## src/rtl/ddr_ctrl_arb_pkg.sv

```systemverilog
// Shared definitions for the DDR-controller FIFO burst arbiter.
// Latency: n/a (types and elaboration-time helpers only).
// Backpressure: n/a.
package ddr_ctrl_arb_pkg;

  typedef enum logic [1:0] {
    IDLE       = 2'd0,
    WAIT_SPACE = 2'd1,
    BURST      = 2'd2
  } arb_state_e;

  // Requester-ID width; a single requester still needs a 1-bit ID.
  function automatic int calc_rw(input int req_num);
    return (req_num > 1) ? $clog2(req_num) : 1;
  endfunction

  // FIFO address width; the fill count is one bit wider.
  function automatic int calc_aw(input int fifo_depth);
    return (fifo_depth > 1) ? $clog2(fifo_depth) : 1;
  endfunction

endpackage

```

## src/rtl/ddr_ctrl_rr_pick.sv

```systemverilog
// Round-robin pick: first asserted request at or after ptr, searching upward with wrap.
// Latency: combinational.
// Backpressure: none; win_vld is simply low when nothing is requesting.
module ddr_ctrl_rr_pick #(
  parameter int REQ_NUM = 4,
  parameter int RW      = 2
) (
  input  logic [REQ_NUM-1:0] req,
  input  logic [RW-1:0]      ptr,
  output logic [RW-1:0]      win_id,
  output logic               win_vld
);

  // Scan offsets from highest to lowest so the smallest offset from ptr wins last.
  always_comb begin
    logic [RW:0] pos;
    win_id  = '0;
    win_vld = 1'b0;
    pos     = '0;
    for (int k = REQ_NUM - 1; k >= 0; k--) begin
      pos = {1'b0, ptr} + (RW+1)'(k);
      if (pos >= (RW+1)'(REQ_NUM)) begin
        pos = pos - (RW+1)'(REQ_NUM);
      end
      if (req[pos[RW-1:0]]) begin
        win_vld = 1'b1;
        win_id  = pos[RW-1:0];
      end
    end
  end

endmodule

```

## src/rtl/ddr_ctrl_fifo_arbiter.sv

```systemverilog
// Round-robin burst arbiter: admits a whole burst into the shared DDR command/data FIFO only when it fits.
// Latency: request seen in IDLE -> grant next cycle; first beat may be written the cycle the grant shows.
// Backpressure: none inside a burst (space reserved up front); requesters wait via I_Req held until granted.
module ddr_ctrl_fifo_arbiter
  import ddr_ctrl_arb_pkg::*;
#(
  parameter  int REQ_NUM    = 4,
  parameter  int DATA_WIDTH = 32,
  parameter  int LEN_WIDTH  = 4,
  parameter  int FIFO_DEPTH = 8,
  localparam int RW         = calc_rw(REQ_NUM),
  localparam int AW         = calc_aw(FIFO_DEPTH)
) (
  input  logic                            Sys_Clk,
  input  logic                            Sys_Rst_N,
  input  logic [REQ_NUM-1:0]              I_Req,
  input  logic [REQ_NUM*LEN_WIDTH-1:0]    I_Req_Len,
  input  logic [REQ_NUM-1:0]              I_Data_Vld,
  input  logic [REQ_NUM*DATA_WIDTH-1:0]   I_Req_Data,
  output logic [REQ_NUM-1:0]              O_Grant,
  output logic [REQ_NUM-1:0]              O_Beat_Ack,
  output logic                            O_Fifo_Wr_En,
  output logic [DATA_WIDTH-1:0]           O_Fifo_Wr_Data,
  input  logic [AW:0]                     I_Fifo_Data_Num,
  input  logic                            I_Fifo_Full,
  output logic                            O_Busy,
  output logic                            O_Len_Err,
  output logic                            O_Ovf_Err
);

  // Space arithmetic width: holds FIFO_DEPTH and Len+1 without truncation.
  localparam int          SW      = AW + 2;
  localparam logic [31:0] DEPTH_U = 32'(FIFO_DEPTH);

  arb_state_e             state_q, state_d;
  logic [RW-1:0]          ptr_q, gnt_id_q, win_id;
  logic                   win_vld;
  logic [LEN_WIDTH-1:0]   len_q, cnt_q, win_len;
  logic [REQ_NUM-1:0]     grant_q;
  logic                   len_err_q, ovf_err_q;
  logic [SW-1:0]          free_space, win_need, lat_need;
  logic                   win_too_long, wr_en, last_beat;
  logic [DATA_WIDTH-1:0]  gnt_data;

  function automatic logic [RW-1:0] next_id(input logic [RW-1:0] id);
    return (id == RW'(REQ_NUM - 1)) ? '0 : id + 1'b1;
  endfunction

  function automatic logic [REQ_NUM-1:0] one_hot(input logic [RW-1:0] id);
    logic [REQ_NUM-1:0] v;
    v     = '0;
    v[id] = 1'b1;
    return v;
  endfunction

  ddr_ctrl_rr_pick #(
    .REQ_NUM (REQ_NUM),
    .RW      (RW)
  ) u_pick (
    .req     (I_Req),
    .ptr     (ptr_q),
    .win_id  (win_id),
    .win_vld (win_vld)
  );

  // Select the candidate's burst length and the granted requester's beat data.
  always_comb begin
    win_len  = '0;
    gnt_data = '0;
    for (int i = 0; i < REQ_NUM; i++) begin
      if (win_id == RW'(i)) begin
        win_len = I_Req_Len[i*LEN_WIDTH +: LEN_WIDTH];
      end
      if (gnt_id_q == RW'(i)) begin
        gnt_data = I_Req_Data[i*DATA_WIDTH +: DATA_WIDTH];
      end
    end
  end

  // Admission arithmetic: bursts larger than the FIFO can never fit and are rejected outright.
  always_comb begin
    win_too_long = (32'(win_len) + 32'd1) > DEPTH_U;
    free_space   = SW'(FIFO_DEPTH) - SW'(I_Fifo_Data_Num);
    win_need     = SW'(win_len) + SW'(1);
    lat_need     = SW'(len_q) + SW'(1);
    wr_en        = (state_q == BURST) & I_Data_Vld[gnt_id_q];
    last_beat    = wr_en & (cnt_q == len_q);
  end

  // State register.
  always_ff @(posedge Sys_Clk or negedge Sys_Rst_N) begin
    if (!Sys_Rst_N) begin
      state_q <= IDLE;
    end else begin
      state_q <= state_d;
    end
  end

  // Next state: the locked winner waits for room rather than letting others bypass it.
  always_comb begin
    state_d = state_q;
    case (state_q)
      IDLE: begin
        if (win_vld && !win_too_long) begin
          state_d = (free_space >= win_need) ? BURST : WAIT_SPACE;
        end
      end
      WAIT_SPACE: begin
        if (free_space >= lat_need) begin
          state_d = BURST;
        end
      end
      BURST: begin
        if (last_beat) begin
          state_d = IDLE;
        end
      end
      default: state_d = IDLE;
    endcase
  end

  // Grant, latched length, beat counter, pointer and error pulses.
  always_ff @(posedge Sys_Clk or negedge Sys_Rst_N) begin
    if (!Sys_Rst_N) begin
      ptr_q     <= '0;
      gnt_id_q  <= '0;
      len_q     <= '0;
      cnt_q     <= '0;
      grant_q   <= '0;
      len_err_q <= 1'b0;
      ovf_err_q <= 1'b0;
    end else begin
      len_err_q <= 1'b0;
      ovf_err_q <= wr_en & I_Fifo_Full;
      case (state_q)
        IDLE: begin
          if (win_vld) begin
            if (win_too_long) begin
              len_err_q <= 1'b1;
              ptr_q     <= next_id(win_id);
            end else begin
              gnt_id_q <= win_id;
              len_q    <= win_len;
              cnt_q    <= '0;
              grant_q  <= one_hot(win_id);
            end
          end
        end
        BURST: begin
          if (wr_en) begin
            if (last_beat) begin
              cnt_q   <= '0;
              grant_q <= '0;
              ptr_q   <= next_id(gnt_id_q);
            end else begin
              cnt_q <= cnt_q + 1'b1;
            end
          end
        end
        default: ;
      endcase
    end
  end

  // Write port and per-requester beat acknowledge, live only while bursting.
  always_comb begin
    O_Beat_Ack     = '0;
    O_Fifo_Wr_En   = wr_en;
    O_Fifo_Wr_Data = (state_q == BURST) ? gnt_data : '0;
    if (wr_en) begin
      O_Beat_Ack[gnt_id_q] = 1'b1;
    end
  end

  assign O_Grant   = grant_q;
  assign O_Busy    = (state_q != IDLE);
  assign O_Len_Err = len_err_q;
  assign O_Ovf_Err = ovf_err_q;

endmodule

```

## config.mk

```make
export PLATFORM = sky130hd
export DESIGN_NAME = ddr_ctrl_fifo_arbiter
export DESIGN_NICKNAME = d
export VERILOG_FILES = /design/src/rtl/ddr_ctrl_arb_pkg.sv /design/src/rtl/ddr_ctrl_rr_pick.sv /design/src/rtl/ddr_ctrl_fifo_arbiter.sv
export SDC_FILE = /design/constraint.sdc
export NUM_CORES = 1
export LEC_CHECK = 0
export CAP_MARGIN = 20
export CORE_MARGIN = 2
export CORE_UTILIZATION = 37
export CTS_CLUSTER_SIZE = 30
export DETAILED_ROUTE_END_ITERATION = 10
export PLACE_DENSITY = 0.83
export SETUP_SLACK_MARGIN = 0.05
export SLEW_MARGIN = 20
export SYNTH_ARGS = -nofsm -noshare
export SYNTH_HDL_FRONTEND = slang
export SYNTH_SLANG_ARGS = --single-unit
```

## constraint.sdc

```tcl
create_clock -name Sys_Clk -period 4.3 [get_ports Sys_Clk]
set_clock_uncertainty 0.1 [all_clocks]
set_input_delay 0.645 -clock Sys_Clk [delete_from_list [all_inputs] [get_ports Sys_Clk]]
set_output_delay 0.645 -clock Sys_Clk [all_outputs]
set_load 0.005 [all_outputs]
```

### Word level (Yosys, flattened, before mapping)

Index checks and enable logic that the tools add are counted.

| storage, ports and cells | value |
|---|---|
| flip-flop bits (word level) | 20 |
| input bits | 159 |
| output and inout bits | 44 |
| word-level logic and storage cells | 132 |

| cells by class | value |
|---|---|
| $add $sub $neg | 14 |
| order comparisons | 15 |
| eq/ne operators | 16 |
| mux-type cells | 61 |
| bitwise gates (word level) | 4 |
| reductions and logical operators | 14 |

Operators with widths:

| kind | number |
|---|---|
| $mux W32 | 5 |
| $mux W4 | 13 |
| $mux W2 | 18 |
| $lt A2 B3 Y1 const B | 6 |
| $pmux W4 S2 | 2 |
| $add A4 B1 Y5 const B | 3 |
| $mux W1 | 14 |
| $ne A2 B2 Y1 const B | 7 |
| $bmux W1 S2 | 5 |
| $eq A2 B2 Y1 const B | 5 |
| $ge A5 B5 Y1 | 2 |
| $reduce_and A5 Y1 | 2 |
| $ge A3 B3 Y1 const B | 3 |
| $sub A2 B1 Y2 const B | 4 |
| $add A2 B2 Y3 const B | 2 |
| $eq A2 B1 Y1 const B | 3 |
| $logic_not A2 Y1 | 3 |
| $pmux W2 S3 | 1 |
| $reduce_and A3 Y1 | 2 |
| $gt A5 B4 Y1 const B | 1 |
| $sub A4 B4 Y5 const A | 1 |
| $add A2 B1 Y2 const B | 2 |
| $add A4 B1 Y4 const B | 1 |
| $demux W1 S2 | 2 |
| other kinds (11) | 17 |

### Depth between registers and ports, before layout

| depth | value |
|---|---|
| word-level depth | 20 |
| depth in mapped cells | 20 |
| mapped depth without buffers | 19 |

### Cells and area by module

Synthesis repeated with hierarchy kept, for this count alone.

| second synthesis, totals | value |
|---|---|
| cell total of the unflattened synthesis | 416 |
| area, all modules | 2,836.5 um^2 |

Modules (own cells, without submodules):

| module | instances | cells an instance | area each (um^2) | seq. area each (um^2) |
|---|---|---|---|---|
| ddr_ctrl_fifo_arbiter | 1 | 403 | 2,758.9 | 500.5 |
| ddr_ctrl_rr_pick | 1 | 13 | 77.6 | 0.0 |

### Least setup slack after synthesis

Ideal clock, no wire load.

| path | value |
|---|---|
| kind | input port to flip-flop |
| start point | input port I_Req[2] |
| end point | register ptr_q[1] |
| library setup time | 0.128 ns |
| arrival time | 3.645 ns |
| data required time | 4.072 ns |
| path slack | 0.427 ns |
| stages | 14 |
| path buffers | 0 |
| cells stage by stage | mux2i_1 -> nor2_1 -> a311oi_1 -> inv_1 -> ha_1 -> nor3b_1 -> a311oi_2 -> ha_1 -> inv_1 -> and3_1 -> a32oi_1 -> or4b_1 -> a21oi_2 -> mux2_1 |

| between the ends | value |
|---|---|
| longest elaborated chain between the ends | 15 |
| elaborated cells on any way between the ends | 34 |
| those cells by class | 2 x add/sub; 1 x order compare; 5 x eq/ne; 24 x mux; 2 x reduce/logical |

Ends and longest elaborated chain:

| what | line | source |
|---|---|---|
| from (decl) | ddr_ctrl_fifo_arbiter.sv:16 | `input logic [REQ_NUM-1:0] I_Req,` |
| $bmux W1 S2 | ddr_ctrl_rr_pick.sv:25 | `if (req[pos[RW-1:0]]) begin` |
| $mux W1 (not written as such) | ddr_ctrl_rr_pick.sv:25 |  |
| $mux W2 (3 in series) | ddr_ctrl_rr_pick.sv:25 |  |
| $mux W2 * | ddr_ctrl_rr_pick.sv:25 |  |
| net u_pick.win_id[0] | ddr_ctrl_rr_pick.sv:10 | `output logic [RW-1:0] win_id,` |
| $logic_not A2 Y1 | ddr_ctrl_fifo_arbiter.sv:71 | `if (win_id == RW'(i)) begin` |
| $mux W4 (3 in series) | ddr_ctrl_fifo_arbiter.sv:71 |  |
| $mux W4 * | ddr_ctrl_fifo_arbiter.sv:71 |  |
| net win_len[1] | ddr_ctrl_fifo_arbiter.sv:38 | `logic [LEN_WIDTH-1:0] len_q, cnt_q, win_len;` |
| $add A4 B1 Y5 * | ddr_ctrl_fifo_arbiter.sv:82 | `win_too_long = (32'(win_len) + 32'd1) > DEPTH_U;` |
| $gt A5 B4 Y1 * | ddr_ctrl_fifo_arbiter.sv:82 |  |
| $ne A2 B2 Y1 (no line) * | - |  |
| $reduce_and A5 Y1 (no line) * | - |  |
| to (signal assigned) | ddr_ctrl_fifo_arbiter.sv:140 | `ptr_q <= next_id(win_id);` |
| to (signal assigned) | ddr_ctrl_fifo_arbiter.sv:154 | `ptr_q <= next_id(gnt_id_q);` |
| to (decl) | ddr_ctrl_fifo_arbiter.sv:36 | `logic [RW-1:0] ptr_q, gnt_id_q, win_id;` |

The timed path passes the listed nets; every way through them passes the cells marked *. The select of a mux whose other input is x is not followed.
A chain may end at the register's enable or synchronous reset.

### Worst setup path after layout

| path | value |
|---|---|
| start point | input port I_Req[1] |
| end point | register ptr_q[1] |

The elaborated chain is that of the path after synthesis.

==> results.ini <==
[outcome]
status=finished clean

[detailed_routing]
dr.pass1.iters=4
routedWlPerCell_um=15.30
drtAntennaViolNets=0
drc_errors=0
routed_via_density=5.082
drt_wl_total_um=11430
drt_iter0_drc=139
vias=3796

[cells_and_area]
nNetsFinal=824
area_growth_pct=75.06
final_common_cell=clkdlybuf4s50_1
fin_util_pct=65.66
fin_cells=747
fillerInstances=679
diodes=0
layout_common_cells=clkdlybuf4s50_1, nand2_1, nor2_1
layout-drive-gt1-share_pct=7.009

[timing]
holdWs_ps=403.2
hold_violations=0
fmax_mhz=244.7
max_slew_margin_pct=39.57
rsz0062_at_grt=false
setup_violations=0
finalCriticalPeriod_ps=4087
drv_slew=0
fin_crit_sh_pct=95.04
fin_ws_ps=213.5
tightest_slew_ps=903.6

[global_routing]
globalRouteMet1Util_pct=29.58
grt_overflow=0
antenna_found_initial=0
grt_pass1_wl_um=17290
track_usage_pct=24.26
grt-busiest-layer=met2
use_met3_pct=4.868
grt_pass1_vias=3640
met2_usage_pct=43.69
grt_max_degree=49

[place]
hpwl_um=9365
routabilityCongestion=0.9596
place_ws_ps=-168.8
portBuffers=202
dp_cells=743

[logic_synthesis]
syn_nets=626
synthFlopType=dfrtp_1
mappedNetlistArea_sq_mm=0.003035
synth_area_per_cell_sq_um=6.821
netlist.top_cell.by_area=dfrtp_1
synth.top_cell.area_share_pct=16.49
synthTopCellsByArea=dfrtp_1, mux2i_1, nand2_1, nor2_1, ha_1
ys_seq_elements=20
yosysWarnings=0
ys_seq_area_share_pct=16.49
syn_inst=445
synth_cell_types=44
ys_async_sr_fraction_pct=100.0
synth_edf_count=0

[critical_path]
reg2regPathDepth=15
cp_max_fo=5
critPathKind=input port to flip-flop
cp.arrival_ps=4120
critPathRequiredTime_ps=4330
critPathLaunchType=input port
crit_path_end_kind=flip-flop

[floorplanning]
core-area_sq_mm=0.008093
start_util_pct=37.51
die_y_um=94.58
io_pins=203
num_rows=33
design.die.area_sq_mm=0.008944
die_w_um=94.58

[clock_tree]
cts_tree=done
cts_root_buffer=clkbuf_8
post-cts-setup-buffer-count=0
htree_levels=1
clkSinkCount=20
insertion_delay_ps=260
clkTransAtPathRegs_ps=70
max-clock-path-buffers=2
cts_buffers=3

[pwr]
pwr_density_cell_mw_per_mm2=587.5
irDropWorstVdd_mv=0.3905
power.leakage_nw=2.211

[job]
max_cap_viol_count=0

[worst_hold_path]
whs_path_depth=1
hold_path.class=flip-flop to flip-flop

-- flip-flops by register name, summed over array words and instances, names as in the netlist --
| name | count |
|---|---|
| O_Grant | 4 |
| O_Len_Err | 1 |
| O_Ovf_Err | 1 |
| cnt_q | 4 |
| gnt_id_q | 2 |
| len_q | 4 |
| ptr_q | 2 |
| state_q | 2 |
-- Yosys cell counts, drive strengths merged (2+ instances only) --
| cell type | instances |
|---|---|
| a21o | 3 |
| a21oi | 42 |
| a22o | 6 |
| a311oi | 4 |
| and2 | 5 |
| and3 | 2 |
| buf | 11 |
| clkbuf | 19 |
| dfrtp | 20 |
| ha | 22 |
| inv | 18 |
| mux2 | 7 |
| mux2i | 40 |
| nand2 | 79 |
| nand2b | 5 |
| nand3 | 9 |
| nand3b | 4 |
| nor2 | 77 |
| nor2b | 7 |
| nor3 | 3 |
| nor3b | 4 |
| nor4 | 2 |
| o21ai | 38 |
| xnor2 | 3 |
| xor2 | 6 |
-- stage by stage --
stage | cell area (sq um) | TNS, ps | power [W]
after floorplan | 3035 | 0 | 0.001919
after global placement | 5229 | -22.31 | 0.002817
after detailed placement | 5229 | -235.3 | 0.002910
after CTS | 5300 | 0 | 0.003113
after global routing | 5314 | 0 | 0.003423
final | 5314 | 0 | 0.003122
-- layout make-up --
class / instances / area [sq um] / area share [%]
clock buffer: 3 / 41.29 / 0.7770
clock inverter: 1 / 30.03 / 0.5651
inverter: 18 / 67.56 / 1.271
multi-input combinational: 377 / 2359 / 44.38
sequential: 20 / 500.5 / 9.418
tap: 105 / 131.4 / 2.472
timing repair buffer: 223 / 2185 / 41.11
-- timing repair --
| item | 4_1_cts | 5_1_grt |
|---|---|---|
| resized for setup | 0 | 7 |
| hold buffers | 0 | 0 |
| endpoints found under the setup margin | 0 | 12 |
-- cells by family (layout without fill, tap and decap cells) --
logic type	count (synthesis)	count (layout)	synth area share, %
AOI/OAI and AO/OA	96	96	19.09
and+or+nand+nor	202	202	29.51
muxes	48	48	16.90
buffers and inverters	48	245	6.348
DFF	20	20	16.49
xor gates and xnor gates	9	9	2.597
adders and majority gates	22	22	9.068
-- worst max-delay path: stages --
cell and delay (ps):
clkdlybuf4s50_1 480, a21oi_1 160, o21ai_1 100, a21oi_2 210, inv_1 100, ha_1 250
nand3b_1 200, a311oi_2 310, ha_2 280, inv_1 70, and3_1 140, a32oi_1 190
or4b_1 470, a21oi_2 180, mux2_1 340
-- metal layers --
layer,routed length (um),part of all wire (%)
met5,0,0
met1,4659,41
met3,771,6.7
met2,5747,50
met4,254,2.2
-- report_power, final --
group,switching (W),internal [W]
sequential,0.000103,0.000271
clock,0.0000621,0.000124
combinational,0.00128,0.00129
-- worst paths after layout --
check / to / slack (ps) / startpoint
worst max register to register: ptr_q[1] / 540 / ptr_q[1]
max in group asynchronous: gnt_id_q[0] / 2750 / Sys_Rst_N
min in group asynchronous: len_q[1] / 790 / Sys_Rst_N
worst max-delay path: ptr_q[1] / 210 / I_Req[1]
worst min register to register: O_Grant[3] / 400 / O_Grant[3]
worst min-delay path: O_Grant[3] / 400 / O_Grant[3]
Note: power is estimated with default switching activity, not from simulation.
